File: src/rtl/serial_addsub_pkg.sv
// serial_addsub_pkg: shared FSM state type and counter-width helper for the bit-serial adder/subtractor
package serial_addsub_pkg;

    typedef enum logic [1:0] {IDLE, SHIFT, DONE} state_t;

    function automatic int cnt_w(input int n);
        return (n > 2) ? $clog2(n) : 1;
    endfunction

endpackage

File: src/rtl/serial_addsub_nbit_fa.sv
// full_adder_mux: one-bit full adder whose sum and carry are both selected by the propagate term
module full_adder_mux (
    input  logic a,
    input  logic b,
    input  logic cin,
    output logic sum,
    output logic cout
);

    logic p;

    assign p    = a ^ b;
    assign sum  = p ? ~cin : cin;
    assign cout = p ? cin : a;

endmodule

File: src/rtl/serial_addsub_nbit.sv
// serial_addsub_nbit: bit-serial N-bit add/sub through one full-adder cell; define SERIAL_OVF_EN for the ovf output
module serial_addsub_nbit
    import serial_addsub_pkg::*;
#(
    parameter int N = 4
) (
    input  logic         clk,
    input  logic         rst_n,
    input  logic         start,
    input  logic         sub,
    input  logic [N-1:0] a,
    input  logic [N-1:0] b,
    output logic         busy,
    output logic         done,
    output logic [N-1:0] result,
    output logic         cout
`ifdef SERIAL_OVF_EN
    ,
    output logic         ovf
`endif
);

    localparam int CW = cnt_w(N);

    state_t        state, state_nx;
    logic [N-1:0]  opa, opb, acc_nx;
    logic [N-2:0]  acc;
    logic [CW-1:0] cnt;
    logic          carry, fa_s, fa_c, accept, last;

    assign accept = start && (state != SHIFT);
    assign last   = (state == SHIFT) && (cnt == CW'(N - 1));
    assign busy   = (state == SHIFT);
    assign done   = (state == DONE);
    assign acc_nx = {fa_s, acc};

    full_adder_mux u_fa (
        .a   (opa[0]),
        .b   (opb[0]),
        .cin (carry),
        .sum (fa_s),
        .cout(fa_c)
    );

    // state register
    always_ff @(posedge clk or negedge rst_n) begin
        if (!rst_n) state <= IDLE;
        else        state <= state_nx;
    end

    // next state: a start outside SHIFT always wins, so DONE can chain straight into a new operation
    always_comb begin
        state_nx = state;
        state_nx = accept ? SHIFT : last ? DONE : (state == DONE) ? IDLE : state;
    end

    // operand capture, one bit per cycle through the cell, and result registers loaded on the last bit
    always_ff @(posedge clk or negedge rst_n) begin
        if (!rst_n) begin
            opa    <= '0;
            opb    <= '0;
            acc    <= '0;
            carry  <= 1'b0;
            cnt    <= '0;
            result <= '0;
            cout   <= 1'b0;
`ifdef SERIAL_OVF_EN
            ovf    <= 1'b0;
`endif
        end else begin
            if (accept) begin
                opa   <= a;
                opb   <= sub ? ~b : b;
                carry <= sub;
                cnt   <= '0;
            end else if (state == SHIFT) begin
                acc   <= acc_nx[N-1:1];
                opa   <= opa >> 1;
                opb   <= opb >> 1;
                carry <= fa_c;
                cnt   <= cnt + 1'b1;
            end
            if (last) begin
                result <= acc_nx;
                cout   <= fa_c;
`ifdef SERIAL_OVF_EN
                ovf    <= carry ^ fa_c;
`endif
            end
        end
    end

endmodule

File: config.mk
export PLATFORM = sky130hd
export DESIGN_NAME = serial_addsub_nbit
export DESIGN_NICKNAME = d
export VERILOG_FILES = /design/src/rtl/serial_addsub_pkg.sv /design/src/rtl/serial_addsub_nbit_fa.sv /design/src/rtl/serial_addsub_nbit.sv
export SDC_FILE = /design/constraint.sdc
export NUM_CORES = 1
export LEC_CHECK = 0
export BUFFER_PORTS_ARGS = -buffer_cell sky130_fd_sc_hd__buf_2
export CAP_MARGIN = 20
export CORE_ASPECT_RATIO = 1.2
export CORE_MARGIN = 5
export CORE_UTILIZATION = 35
export DETAILED_ROUTE_END_ITERATION = 10
export PLACE_DENSITY_LB_ADDON = 0.12
export SYNTH_ARGS = -nofsm -noshare
export SYNTH_HDL_FRONTEND = slang
export SYNTH_SLANG_ARGS = --single-unit
File: constraint.sdc
create_clock -name clk -period 1.5 [get_ports clk]
set_clock_uncertainty 0.2 [all_clocks]
set_input_delay 0.075 -clock clk [delete_from_list [all_inputs] [get_ports clk]]
set_output_delay 0.075 -clock clk [all_outputs]
set_load 0.05 [all_outputs]
==> results of run 1 <==
[synthesized netlist by cell type, types with 2 or more instances]
master,n
sky130_fd_sc_hd__o21ai_0,8
sky130_fd_sc_hd__buf_6,2
sky130_fd_sc_hd__nand2_1,17
sky130_fd_sc_hd__nor2_1,3
sky130_fd_sc_hd__nand3b_1,2
sky130_fd_sc_hd__dfrtp_1,21
sky130_fd_sc_hd__xnor2_1,2
sky130_fd_sc_hd__buf_2,3
sky130_fd_sc_hd__xor2_1,4
sky130_fd_sc_hd__mux2i_1,8
sky130_fd_sc_hd__mux2_2,4
[worst max-delay path, stage by stage, from the launching register on]
cell                       delay [ps]
sky130_fd_sc_hd__dfrtp_1          410
sky130_fd_sc_hd__ha_2             190
sky130_fd_sc_hd__nand3b_1         140
sky130_fd_sc_hd__buf_6            140
sky130_fd_sc_hd__mux2_4           290
[cell type report]
type	instances	area, sq um
clock inverter	1	5.005
multi-input combinational	58	419.2
sequential	21	526.8
fill	267	1376
tap	34	42.54
timing repair inverter	1	8.758
inverter	1	16.27
clock buffer	3	22.52
timing repair buffer	41	315.3
[state kept, by name (all words and copies together) (netlist names)]
register	cells
carry	1
cout	1
cnt	2
result	4
opa	4
state	2
acc	3
opb	4
[power breakdown]
group          leakage, nW  total (mW)  internal (mW)  switching, mW
clock network       0.0177       0.274         0.0994          0.174
logic                0.403        1.57          0.742          0.830
registers            0.262       0.997          0.822          0.175
total                0.684        2.84           1.66           1.18
[per-stage QoR]
stage,setup TNS (ps),worst slack (ps),utilization [%],cells
detailed placement,-122.2,-36.27,39.84,136
finish,0,20.44,49.63,160
global route,-60.92,-30.73,49.63,160
CTS,0,6.141,46.15,153
floorplan,0,51.01,-,86
global placement,0,9.489,39.84,136
[path summary, 6_finish.rpt]
check	to	slack, ps	cells after the start
min in group clk	result[3]$_DFFE_PN0P_	300	2
hold / removal	result[1]$_DFFE_PN0P_	50	2
hold reg to reg	result[3]$_DFFE_PN0P_	300	2
setup reg to reg	cout$_DFFE_PN0P_	20	4
setup / recovery	cout$_DFFE_PN0P_	20	4
max in group asynchronous	state[0]$_DFFE_PN0P_	710	2
[logic make-up (layout without fill, tap and decap cells)]
family | after synthesis | count (layout) | synth area share, %
buffers and inverters | 7 | 47 | 5.284
XOR/XNOR | 6 | 6 | 5.412
multiplexers | 13 | 13 | 14.43
AND/OR/NAND/NOR | 25 | 25 | 11.21
adder cells (fa/ha/maj) | 2 | 2 | 2.319
AO/OA/AOI/OAI | 12 | 12 | 7.217
flip-flops | 21 | 21 | 54.12
[routing by layer]
| layer | routed length, microns | up-vias |
|---|---|---|
| met3 | 104 | 4 |
| li1 | - | 364 |
| met2 | 1094 | 22 |
| met4 | 32 | 0 |
| met5 | 0 | - |
| met1 | 815 | 344 |
[timing repair]
action                                  CTS  global route
hold endpoints to repair                 30             0
cloned                                    0             1
buffers inserted                          2             6
pin swaps                                 0             1
resized for setup                         5            12
endpoints found under the setup margin    5             6
hold buffers                             11             0
==> load_flow_metrics.sql, run 1 <==
INSERT INTO impl_metrics (metric_group, metric, value, unit) VALUES
('grt', 'grt_util_all_layers', '11.58', '%'),
('timing', 'hold_violations', '0', ''),
('timing', 'timing.final.crit_share', '98.64', '%'),
('setup_path', 'crit_type', 'reg -> reg', ''),
('setup_path', 'rr_startpoint', 'cnt[1]$_DFFE_PN0P_', ''),
('grt', 'grt_pass1_vias', '744', ''),
('floorplanning', 'dieHeight', '67.70', 'microns'),
('floorplanning', 'floorplan.io_pins', '19', ''),
('finish', 'antennaDiodeCount', '0', ''),
('setup_path', 'kind_of_end_point_of_the_critical_path', 'flop', ''),
('synthesis', 'postSynthNetCount', '99', ''),
('synthesis', 'synth.ff_latch_count', '21', ''),
('synthesis', 'mappedNetlistArea', '970.9', 'sq um'),
('routing', 'drt_pre_antenna_iters', '4', ''),
('setup_path', 'critical_path.startpoint_type', 'flop', ''),
('setup_path', 'crit_path_start', 'cnt[1]$_DFFE_PN0P_', ''),
('synthesis', 'seq_area_frac_synth', '54.12', '%'),
('setup_path', 'worst_ep_required_time', '1500', 'ps'),
('synthesis', 'synth_cell_types', '23', ''),
('clock_network', 'cts_tree', 'yes', ''),
('timing', 'setup_repair_after_global_routing_missed_its_margin', 'true', ''),
('min_path', 'worst_hold_path_type', 'in -> async', ''),
('timing', 'fin_crit', '1480', 'ps'),
('power_and_ir_drop', 'cellPowerDensity', '2096', 'mW/mm^2'),
('finish', 'final_cell_mix', 'sky130_fd_sc_hd__dfrtp_1 (20), sky130_fd_sc_hd__nand2_1 (17), sky130_fd_sc_hd__buf_2 (16), sky130_fd_sc_hd__dlygate4sd3_1 (11), sky130_fd_sc_hd__buf_4 (10)', ''),
('floorplanning', 'die_area', '0.003932', 'sq mm'),
('floorplanning', 'die_width', '58.08', 'microns'),
('power_and_ir_drop', 'power', '2.843', 'mW'),
('setup_path', 'cp_data_arrival_time', '1480', 'ps'),
('outcome', 'run_status', 'completed', ''),
('power_and_ir_drop', 'total_leakage_power', '0.6836', 'nW'),
('finish', 'drive_gt1_share', '35.71', '%'),
('synthesis', 'synthTopCellsByArea', 'sky130_fd_sc_hd__dfrtp_1 (54%), sky130_fd_sc_hd__mux2i_1 (8.2%), sky130_fd_sc_hd__nand2_1 (6.6%)', ''),
('clock_network', 'cts-root-to-sink-buffers', '2', ''),
('grt', 'grt_busiest_layer', 'met2', ''),
('timing', 'timing_max_transition_violations_final', '0', ''),
('setup_path', 'path_max_fanout', '4', ''),
('synthesis', 'async_reset_ff_share', '100.0', '%'),
('routing', 'finalWirelength', '2047', 'microns'),
('floorplanning', 'placement_rows', '21', ''),
('synthesis', 'postSynth.topFlopCell', 'sky130_fd_sc_hd__dfrtp_1', ''),
('synthesis', 'yosysWarningCount', '0', ''),
('grt', 'grt_util_met3', '1.721', '%'),
('routing', 'num_vias', '734', ''),
('clock_network', 'source_to_sink_clock_delay_at_the_later_pin_of_the_worst_skew_pair', '300', 'ps'),
('clock_network', 'number_of_cts_inserted_buffers', '3', ''),
('routing', 'route.detailed.vias_per_inst', '4.588', ''),
('clock_network', 'clock-sinks', '21', ''),
('finish', 'layout_commonest_cell', 'sky130_fd_sc_hd__dfrtp_1', ''),
('finish', 'syn2layout_area_growth', '39.69', '%'),
('routing', 'wl_per_cell', '12.79', 'microns'),
('clock_network', 'cts-htree-levels', '1', ''),
('synthesis', 'synth_top_area_share', '54.12', '%'),
('job', 'maxCapViolations', '0', ''),
('timing', 'max-slew-margin-rel', '68.50', '%'),
('synthesis', 'avgSynthCellArea', '11.29', 'sq um'),
('grt', 'largest_net_degree_at_the_start_of_global_routing', '22', ''),
('clock_network', 'cts.clk_slew.worst_paths', '120', 'ps'),
('placed_design', 'placed_standard_cell_area', '0.001089', 'sq mm'),
('routing', 'antenna_violating_nets_post_route', '0', ''),
('finish', 'design_area', '0.001356', 'sq mm'),
('floorplanning', 'initial_utilization', '35.53', '%'),
('placed_design', 'dpl.hpwl', '1274', 'microns'),
('placed_design', 'port-buffer-count', '18', ''),
('grt', 'grt.met2_usage', '21.75', '%'),
('timing', 'report.final.setup_viol', '0', ''),
('timing', 'hold_slack', '51.49', 'ps'),
('grt', 'antenna_found_initial', '0', ''),
('timing', 'tightestPinTransition', '472.5', 'ps'),
('grt', 'grt_first_pass_wirelength', '3443', 'microns'),
('routing', 'number_of_violations_reported_at_the_end_of_detailed_routing_iteration_0', '8', '');
Power figures use the tool's default switching activity.
==> run 2: changes to the inputs <==
--- a/config.mk
+++ b/config.mk
@@ -7,10 +7,13 @@
 export LEC_CHECK = 0
 export BUFFER_PORTS_ARGS = -buffer_cell sky130_fd_sc_hd__buf_2
 export CAP_MARGIN = 20
+export CELL_PAD_IN_SITES_DETAIL_PLACEMENT = 1
+export CELL_PAD_IN_SITES_GLOBAL_PLACEMENT = 1
 export CORE_ASPECT_RATIO = 1.2
 export CORE_MARGIN = 5
 export CORE_UTILIZATION = 35
 export DETAILED_ROUTE_END_ITERATION = 10
+export GPL_TIMING_DRIVEN = 1
 export PLACE_DENSITY_LB_ADDON = 0.12
 export SYNTH_ARGS = -nofsm -noshare
 export SYNTH_HDL_FRONTEND = slang
==> load_flow_metrics.sql, run 2 (synthesized netlist as in run 1, its figures left out) <==
INSERT INTO impl_metrics (metric_group, metric, value, unit) VALUES
('outcome', 'run_status', 'complete, but fails checks', ''),
('outcome', 'violations', 'setup timing', ''),
('grt', 'grt_util_all_layers', '12.51', '%'),
('routing', 'detail_route.drc_violations', '0', ''),
('clock_network', 'source_to_sink_clock_delay_at_the_later_pin_of_the_worst_skew_pair', '300', 'ps'),
('placed_design', 'place_worst_setup_slack', '-22.11', 'ps'),
('timing', 'max-slew-margin-rel', '67.84', '%'),
('finish', 'layout_commonest_cell', 'sky130_fd_sc_hd__dfrtp_1', ''),
('power_and_ir_drop', 'power.ir.vdd_worst', '0.9246', 'mV'),
('grt', 'grt_first_pass_wirelength', '3657', 'microns'),
('grt', 'gr-total-overflow', '0', ''),
('finish', 'num-fill-cells', '319', ''),
('finish', 'layout_top_registers', 'opa x4, opb x4, result x4', ''),
('setup_path', 'cp_data_arrival_time', '1500', 'ps'),
('power_and_ir_drop', 'total_leakage_power', '0.6473', 'nW'),
('routing', 'wl_per_cell', '13.68', 'microns'),
('timing', 'hold_violations', '0', ''),
('finish', 'final_cell_mix', 'sky130_fd_sc_hd__dfrtp_1 (21), sky130_fd_sc_hd__nand2_1 (17), sky130_fd_sc_hd__buf_2 (17), sky130_fd_sc_hd__buf_4 (11), sky130_fd_sc_hd__dlygate4sd3_1 (10)', ''),
('grt', 'grt_pass1_vias', '804', ''),
('finish', 'multi_input_area', '407.9', 'sq um'),
('grt', 'antenna_found_initial', '0', ''),
('floorplanning', 'design.core.area', '0.002733', 'sq mm'),
('setup_path', 'critical_path.startpoint_type', 'flop', ''),
('timing', 'timing_max_transition_violations_final', '0', ''),
('timing', 'tightestPinTransition', '482.4', 'ps'),
('floorplanning', 'dieHeight', '67.70', 'microns'),
('placed_design', 'place.gp.congestion', '0.6315', ''),
('timing', 'setup_repair_after_global_routing_missed_its_margin', 'true', ''),
('setup_path', 'crit_type', 'reg -> reg', ''),
('finish', 'nNetsFinal', '137', ''),
('finish', 'antennaDiodeCount', '0', ''),
('clock_network', 'cts-htree-levels', '1', ''),
('finish', 'register_area', '525.5', 'sq um'),
('clock_network', 'cts_tree', 'yes', ''),
('routing', 'antenna_violating_nets_post_route', '0', ''),
('setup_path', 'kind_of_end_point_of_the_critical_path', 'flop', ''),
('routing', 'route.detailed.vias_per_inst', '4.643', ''),
('setup_path', 'worst_ep_required_time', '1500', 'ps'),
('routing', 'number_of_violations_reported_at_the_end_of_detailed_routing_iteration_0', '0', ''),
('setup_path', 'path_max_fanout', '6', ''),
('timing', 'final_ws_setup', '-1.022', 'ps'),
('placed_design', 'port-buffer-count', '18', ''),
('min_path', 'worst_hold_path_type', 'in -> reg', ''),
('floorplanning', 'initial_utilization', '35.53', '%'),
('floorplanning', 'die_area', '0.003932', 'sq mm'),
('clock_network', 'ctsRootBufferMaster', 'sky130_fd_sc_hd__clkbuf_4', ''),
('routing', 'drt_pre_antenna_iters', '1', ''),
('placed_design', 'placed_standard_cell_area', '0.001089', 'sq mm'),
('grt', 'largest_net_degree_at_the_start_of_global_routing', '22', ''),
('routing', 'num_vias', '729', ''),
('finish', 'design_area', '0.001287', 'sq mm'),
('placed_design', 'dpl.hpwl', '1414', 'microns'),
('clock_network', 'clock-sinks', '21', ''),
('floorplanning', 'floorplan.io_pins', '19', ''),
('floorplanning', 'die_width', '58.08', 'microns'),
('clock_network', 'number_of_cts_inserted_buffers', '3', ''),
('job', 'maxCapViolations', '0', ''),
('clock_network', 'cts-root-to-sink-buffers', '2', ''),
('power_and_ir_drop', 'power', '2.666', 'mW'),
('finish', 'drive_gt1_share', '33.33', '%'),
('timing', 'timing.final.crit_share', '100.1', '%'),
('timing', 'clock.fmax', '666.2', 'MHz'),
('timing', 'fin_crit', '1501', 'ps'),
('routing', 'finalWirelength', '2148', 'microns'),
('finish', 'syn2layout_area_growth', '32.60', '%'),
('timing', 'report.final.setup_viol', '2', ''),
('floorplanning', 'placement_rows', '21', ''),
('clock_network', 'cts.clk_slew.worst_paths', '110', 'ps'),
('power_and_ir_drop', 'cellPowerDensity', '2071', 'mW/mm^2');
-- run 2: report_power, final --
group          leakage [nW]  internal [mW]  switching, mW
Clock                0.0150          0.104          0.163
Sequential            0.263          0.820          0.180
Combinational         0.369          0.623          0.776
Total                 0.647           1.55           1.12
-- run 2: final timing paths --
kind / start / end / slack, ps / depth (start not counted)
setup reg to reg: cnt[0]$_DFFE_PN0P_ / cout$_DFFE_PN0P_ / -1 / 3
min in group asynchronous: rst_n / result[3]$_DFFE_PN0P_ / 60 / 2
hold reg to reg: result[3]$_DFFE_PN0P_ / result[3]$_DFFE_PN0P_ / 290 / 2
setup / recovery: cnt[0]$_DFFE_PN0P_ / cout$_DFFE_PN0P_ / -1 / 3
max in group asynchronous: rst_n / opb[3]$_DFFE_PN0P_ / 720 / 2
hold / removal: start / opb[3]$_DFFE_PN0P_ / 10 / 3
-- run 2: per-layer routing --
metal	vias up	wire length [microns]	global-route usage, %
met2	15	1154	21.89
li1	361	-	-
met3	4	80	2.294
met1	349	880	14.96
met5	-	0	0
met4	0	31	5.217
-- run 2: metrics by stage --
stage               TNS (ps)  hold WS [ps]  std cells  utilization [%]
floorplan                  0        -420.6         86                -
global placement           0        -135.7        136            39.84
detailed placement    -53.65        -135.7        136            39.84
CTS                   -16.90         6.577        154            46.02
global route          -184.7         40.80        157            47.12
finish                -1.437         11.17        157            47.12
-- run 2: what timing repair did --
| item | 4_1_cts | 5_1_grt |
|---|---|---|
| gates resized for setup | 4 | 2 |
| endpoints found under the hold margin | 30 | 0 |
| setup buffers | 4 | 3 |
| endpoints found under the setup margin | 5 | 13 |
| hold buffers | 10 | 0 |
-- run 2: cell type report --
| class | instances | share of cell area, % |
|---|---|---|
| Multi-Input combinational cell | 58 | 31.68 |
| Tap cell | 34 | 3.304 |
| Sequential cell | 21 | 40.82 |
| Timing Repair Buffer | 39 | 21.67 |
| Clock buffer | 4 | 2.041 |
| Inverter | 1 | 0.4859 |
-- run 2: worst max-delay path: stages, from the launching register on --
cell and delay [ps]:
sky130_fd_sc_hd__dfrtp_1 410, sky130_fd_sc_hd__ha_2 200, sky130_fd_sc_hd__nand3b_1 230, sky130_fd_sc_hd__mux2_2 370
